[config.mk]
export PLATFORM = sky130hd
export DESIGN_NAME = muldiv_unit
export DESIGN_NICKNAME = d
export VERILOG_FILES = /design/src/rtl/muldiv_unit.sv
export SDC_FILE = /design/constraint.sdc
export NUM_CORES = 1
export LEC_CHECK = 0
export BUFFER_PORTS_ARGS = -buffer_cell sky130_fd_sc_hd__buf_2
export CELL_PAD_IN_SITES_DETAIL_PLACEMENT = 0
export CELL_PAD_IN_SITES_GLOBAL_PLACEMENT = 1
export CORE_MARGIN = 5
export CORE_UTILIZATION = 35
export CTS_CLUSTER_DIAMETER = 200
export DETAILED_ROUTE_END_ITERATION = 6
export HOLD_SLACK_MARGIN = 0.02
export PLACE_DENSITY_LB_ADDON = 0.1
export SLEW_MARGIN = 0
export SYNTH_ARGS = -nofsm -noshare
export SYNTH_HDL_FRONTEND = slang
export SYNTH_SLANG_ARGS = --single-unit
[constraint.sdc]
create_clock -name clk -period 5.8 [get_ports clk]
set_clock_uncertainty 0.15 [all_clocks]
set_input_delay 0.29 -clock clk [delete_from_list [all_inputs] [get_ports clk]]
set_output_delay 0.29 -clock clk [all_outputs]
set_load 0.03 [all_outputs]
[src/rtl/muldiv_unit.sv]
// rtl/muldiv_unit.sv - iterative multiply/divide unit with HI/LO result, optional MULDIV_FASTMUL_EN single-cycle multiply
module muldiv_unit #(
    parameter int WIDTH = 32
) (
    input  logic             clk,
    input  logic             rst,
    input  logic             start,
    input  logic             annul,
    input  logic [1:0]       op,
    input  logic [WIDTH-1:0] a,
    input  logic [WIDTH-1:0] b,
    output logic             busy,
    output logic             ready,
    output logic [WIDTH-1:0] hi,
    output logic [WIDTH-1:0] lo,
    output logic             dbz
);

    localparam int CW = $clog2(WIDTH) + 1;

    typedef enum logic [1:0] {
        S_IDLE = 2'd0,
        S_RUN  = 2'd1,
        S_DONE = 2'd2
    } state_t;

    state_t           r_state;
    state_t           w_next;
    logic [CW-1:0]    r_count;
    logic             r_is_div;
    logic             r_sa;
    logic             r_sb;
    // Division: r_acc_hi = partial remainder, r_acc_lo = dividend shifting into quotient.
    // Multiply: {r_acc_hi, r_acc_lo} = product accumulator, r_acc_lo LSB is the current multiplier bit.
    logic [WIDTH-1:0] r_acc_hi;
    logic [WIDTH-1:0] r_acc_lo;
    logic [WIDTH-1:0] r_opnd;
    logic [WIDTH-1:0] r_hi;
    logic [WIDTH-1:0] r_lo;
    logic             r_dbz;

    logic             w_accept;
    logic             w_is_div;
    logic             w_signed;
    logic             w_sa;
    logic             w_sb;
    logic [WIDTH-1:0] w_abs_a;
    logic [WIDTH-1:0] w_abs_b;
    logic             w_b_zero;
    logic             w_last;
    logic [WIDTH:0]   w_shift;
    logic [WIDTH:0]   w_diff;
    logic             w_qbit;
    logic [WIDTH-1:0] w_div_rem;
    logic [WIDTH-1:0] w_div_quo;
    logic [WIDTH:0]   w_sum;
    logic [WIDTH-1:0] w_mul_hi;
    logic [WIDTH-1:0] w_mul_lo;
    logic [2*WIDTH-1:0] w_prod;
    logic [2*WIDTH-1:0] w_prod_fix;
    logic [WIDTH-1:0] w_quo_fix;
    logic [WIDTH-1:0] w_rem_fix;

    assign w_accept = (r_state != S_RUN) && start && !annul;
    assign w_is_div = ~op[1];
    assign w_signed = ~op[0];
    assign w_sa     = w_signed & a[WIDTH-1];
    assign w_sb     = w_signed & b[WIDTH-1];
    assign w_abs_a  = w_sa ? (-a) : a;
    assign w_abs_b  = w_sb ? (-b) : b;
    assign w_b_zero = (b == '0);
    assign w_last   = (r_count == CW'(WIDTH - 1));

    // Restoring divide step: shift in next dividend bit, subtract divisor if it fits.
    assign w_shift   = {r_acc_hi, r_acc_lo[WIDTH-1]};
    assign w_diff    = w_shift - {1'b0, r_opnd};
    assign w_qbit    = ~w_diff[WIDTH];
    assign w_div_rem = w_qbit ? w_diff[WIDTH-1:0] : w_shift[WIDTH-1:0];
    assign w_div_quo = {r_acc_lo[WIDTH-2:0], w_qbit};

    // Shift-add multiply step: add multiplicand on multiplier LSB, shift accumulator right.
    assign w_sum    = {1'b0, r_acc_hi} + (r_acc_lo[0] ? {1'b0, r_opnd} : {(WIDTH+1){1'b0}});
    assign w_mul_hi = w_sum[WIDTH:1];
    assign w_mul_lo = {w_sum[0], r_acc_lo[WIDTH-1:1]};
    assign w_prod   = {w_mul_hi, w_mul_lo};

    // Sign correction of the final iteration's result; signs are zero for unsigned ops.
    assign w_prod_fix = (r_sa ^ r_sb) ? (-w_prod) : w_prod;
    assign w_quo_fix  = (r_sa ^ r_sb) ? (-w_div_quo) : w_div_quo;
    assign w_rem_fix  = r_sa ? (-w_div_rem) : w_div_rem;

`ifdef MULDIV_FASTMUL_EN
    logic [2*WIDTH-1:0] w_fast_raw;
    logic [2*WIDTH-1:0] w_fast_fix;
    assign w_fast_raw = {{WIDTH{1'b0}}, w_abs_a} * {{WIDTH{1'b0}}, w_abs_b};
    assign w_fast_fix = (w_sa ^ w_sb) ? (-w_fast_raw) : w_fast_raw;
`endif

    assign busy  = (r_state == S_RUN);
    assign ready = (r_state == S_DONE);
    assign hi    = r_hi;
    assign lo    = r_lo;
    assign dbz   = r_dbz;

    // State register.
    always_ff @(posedge clk or negedge rst) begin
        if (!rst) begin
            r_state <= S_IDLE;
        end else begin
            r_state <= w_next;
        end
    end

    // Next-state logic: accept from IDLE/DONE, W iterations in RUN, annul aborts to IDLE.
    always_comb begin
        w_next = r_state;
        case (r_state)
            S_RUN: begin
                if (annul) begin
                    w_next = S_IDLE;
                end else if (w_last) begin
                    w_next = S_DONE;
                end
            end
            default: begin
                if (w_accept) begin
                    if (w_is_div && w_b_zero) begin
                        w_next = S_DONE;
`ifdef MULDIV_FASTMUL_EN
                    end else if (!w_is_div) begin
                        w_next = S_DONE;
`endif
                    end else begin
                        w_next = S_RUN;
                    end
                end else begin
                    w_next = S_IDLE;
                end
            end
        endcase
    end

    // Datapath: latch operands on accept, iterate in RUN, load results only when entering DONE.
    always_ff @(posedge clk or negedge rst) begin
        if (!rst) begin
            r_count  <= '0;
            r_is_div <= 1'b0;
            r_sa     <= 1'b0;
            r_sb     <= 1'b0;
            r_acc_hi <= '0;
            r_acc_lo <= '0;
            r_opnd   <= '0;
            r_hi     <= '0;
            r_lo     <= '0;
            r_dbz    <= 1'b0;
        end else if (r_state == S_RUN) begin
            if (!annul) begin
                r_count <= r_count + CW'(1);
                if (r_is_div) begin
                    r_acc_hi <= w_div_rem;
                    r_acc_lo <= w_div_quo;
                end else begin
                    r_acc_hi <= w_mul_hi;
                    r_acc_lo <= w_mul_lo;
                end
                if (w_last) begin
                    r_dbz <= 1'b0;
                    if (r_is_div) begin
                        r_hi <= w_rem_fix;
                        r_lo <= w_quo_fix;
                    end else begin
                        r_hi <= w_prod_fix[2*WIDTH-1:WIDTH];
                        r_lo <= w_prod_fix[WIDTH-1:0];
                    end
                end
            end
        end else if (w_accept) begin
            // Multiply is commutative, so both ops keep |a| in the shifting register and |b| fixed.
            r_count  <= '0;
            r_is_div <= w_is_div;
            r_sa     <= w_sa;
            r_sb     <= w_sb;
            r_acc_hi <= '0;
            r_acc_lo <= w_abs_a;
            r_opnd   <= w_abs_b;
            if (w_is_div && w_b_zero) begin
                r_hi  <= a;
                r_lo  <= '1;
                r_dbz <= 1'b1;
            end
`ifdef MULDIV_FASTMUL_EN
            if (!w_is_div) begin
                r_hi  <= w_fast_fix[2*WIDTH-1:WIDTH];
                r_lo  <= w_fast_fix[WIDTH-1:0];
                r_dbz <= 1'b0;
            end
`endif
        end
    end

endmodule

==> impl_metrics.ini <==
[layout]
fin_util = 0.397
seqCellArea_sq_mm = 0.00431
nets = 2524
fill_cells = 5154
fin_cells = 3017
diodes = 0
multi_input_area_sq_mm = 0.0120
synthToLayoutAreaGrowth_pct = 13.0
layout-drive-gt1-share = 0.108

[synth]
postSynthAreaPerCell_sq_um = 7.42
synth.most_common_cell = nand2_1
ys_top_cells_by_count = nand2_1, o21ai_0, nor2_1, a21oi_1, dfrtp_1
synth-warning-count = 0
ys_ff_latch = 172
synth_largest_area_cell = dfrtp_1
synth_flop_cell = dfrtp_1
syn_inst = 2303
synth_edf_count = 0
async_flop_share = 1.00
synth.top_cell.area_share = 0.252
synth.distinct_cells = 92
yosys-top-cells-area = dfrtp_1, o21ai_0, a21oi_1, nand2_1, xnor2_1
syn_area_sq_mm = 0.0171
ys_seq_area_frac = 0.252
syn_nets = 2445

[pwr]
irDropWorstVdd_mv = 0.327
power.density_mw_per_mm2 = 492
cellLeakagePower_uw = 0.00853
seqPwrFrac = 0.191
switching_share = 0.542
combPwrFrac = 0.677
p_sw_uw = 5150
clkPwrFrac = 0.132
cellInternalPower_uw = 4350

[clocking]
cts_max_level = 4
cts_made_buffers = 17
clk_pin_slew_worst_paths_ns = 0.08
post_cts_buffers = 0
clock_path_buffers = 2
cts_sinks = 172
clock_latency_ns = 0.50
cts_hold_buf = 45
cts_resized = 0
clockRootBuffer = clkbuf_16
cts_tree = done

[grt]
grt_max_degree = 79
grtUsageTotal = 0.246
grt_pass1_vias = 16900
grt_antenna_before_repair = 0
grt_pass1_wl_um = 103000
overflow = 0

[floorplan]
ios = 137
dieArea_sq_mm = 0.0534
core_sq_mm = 0.0486
die_y_um = 231
start_util = 0.351
die_w_um = 231
rows = 81

[route]
vias = 17200
drc_errors = 0
wl_um = 66500
via_per_inst = 5.72
antenna_left = 0
wl_per_cell_um = 22.0
first_pass_iters = 7
drt-initial-drc-count = 1259

[critical_path]
cp_max_fo = 18
worstPathRequired_ns = 6.02
crit_arrival_ns = 5.64
worstSetupEndpointType = flop
path_class = reg2reg
start_kind = flop

[placed_design]
place_hpwl_um = 51200
port_buffers = 136
place.gp.congestion = 0.891
dp_cells = 2940

[sta]
timing.hold.ws_ns = 0.0624
post-route-min-period_ns = 5.42
fmax_ghz = 0.184
slew_violations = 0
grt_setup_unrepaired = no
slew_headroom = 0.345
period_share = 0.935
worst_pin_slew_ns = 0.975
setup_tns_ns = 0
hold_viol = 0
setup_viol = 0

[run_status]
status = completed

[worst_hold_path]
hp-class = in2reg

[run]
max-cap-violations = 0
==> placed cells by master (no fill, tap or decap), types with 21 or more instances in the layout <==
master / synthesis / layout
nand2_1: 275 / 275
o21ai_0: 252 / 252
nor2_1: 242 / 241
a21oi_1: 214 / 214
dfrtp_1: 172 / 171
buf_2: 13 / 135
xnor2_1: 113 / 112
xor2_1: 96 / 95
mux2i_1: 74 / 74
ha_1: 70 / 70
inv_1: 57 / 55
nor3_1: 48 / 48
dlygate4sd3_1: 0 / 45
buf_4: 0 / 39
a21o_1: 33 / 33
or3_1: 33 / 33
a31oi_1: 30 / 30
nand4_1: 28 / 28
o31ai_1: 28 / 28
nand3_1: 26 / 26
o211ai_1: 23 / 23
a211oi_1: 22 / 22
nor4_1: 22 / 22
nand2b_1: 22 / 21
==> through the flow <==
| stage | total power (uW) | cell area (sq um) | setup slack, ns |
|---|---|---|---|
| 2_1_floorplan | 6250 | 17100 | 0.847 |
| 3_3_place_gp | 8130 | 18300 | 0.487 |
| 3_5_place_dp | 8150 | 18300 | 0.425 |
| 4_1_cts | 9470 | 19300 | 0.392 |
| 5_1_grt | 10300 | 19300 | 0.00144 |
| 6_report | 9510 | 19300 | 0.379 |
==> layer usage <==
metal,track usage,up-vias,wire (um)
met3,0.0339,66,2840
met1,0.347,8324,31800
li1,-,8429,-
met2,0.401,429,30600
met4,0.0622,0,1250
met5,0,-,0
==> final timing paths <==
check                       startpoint      endpoint  slack (ns)  cells past startpoint
setup / recovery           r_acc_lo[0]        hi[31]        0.38                     15
hold / removal                    a[5]         hi[5]        0.06                      3
setup reg to reg           r_acc_lo[0]        hi[31]        0.38                     15
hold reg to reg             r_opnd[23]    r_opnd[23]        0.33                      2
max in group asynchronous          rst  r_acc_lo[10]        3.99                      3
min in group asynchronous          rst   r_acc_lo[3]        0.27                      2
==> flip-flops by register name, indices dropped and copies added, names as in the netlist <==
| name | flops |
|---|---|
| r_opnd | 32 |
| r_count | 6 |
| lo | 32 |
| r_is_div | 1 |
| hi | 32 |
| r_sa | 1 |
| r_acc_lo | 32 |
| r_state | 2 |
| dbz | 1 |
| r_sb | 1 |
| r_acc_hi | 32 |
==> area by class of cell <==
cell class / count / share of cell area
repair buffers: 220 / 0.0741
inverters: 60 / 0.0117
well taps: 622 / 0.0403
flip-flops and latches: 172 / 0.223
clock buffers: 18 / 0.0227
clock inverters: 14 / 0.00816
multi-input cells: 1911 / 0.620
==> worst max-delay path, stage by stage, from the launching register on <==
cell       delay (ns)
dfrtp_1          0.52
clkinv_1         0.55
nor2_1           0.37
ha_1             0.28
a21o_1           0.20
and4_1           0.24
o31a_1           0.37
nor4b_1          0.33
a311oi_1         0.14
buf_4            0.20
a2111oi_2        0.35
or4b_1           0.68
nor3_1           0.42
nand2_1          0.10
o311ai_0         0.31
a32oi_1          0.09
==> cell families (layout without fill, tap and decap cells) <==
family          Yosys count  after routing  share of synthesized area
fa+ha+maj                72             72                     0.0536
simple gates            785            785                      0.213
compound gates          763            763                      0.277
flops                   172            172                      0.252
buf+inv                 220            312                     0.0493
xor+xnor                209            209                      0.107
mux                      82             82                     0.0486
==> power by group through the flow <==
| stage | clock, uW | combinational [uW] | sequential, uW |
|---|---|---|---|
| global route | 1340 | 7080 | 1860 |
| finish | 1260 | 6430 | 1820 |
| detailed placement | 0 | 6320 | 1830 |
| CTS | 1300 | 6360 | 1810 |
| global placement | 0 | 6300 | 1830 |
| floorplan | 0 | 4690 | 1570 |
Note: power is estimated with default switching activity, not from simulation.
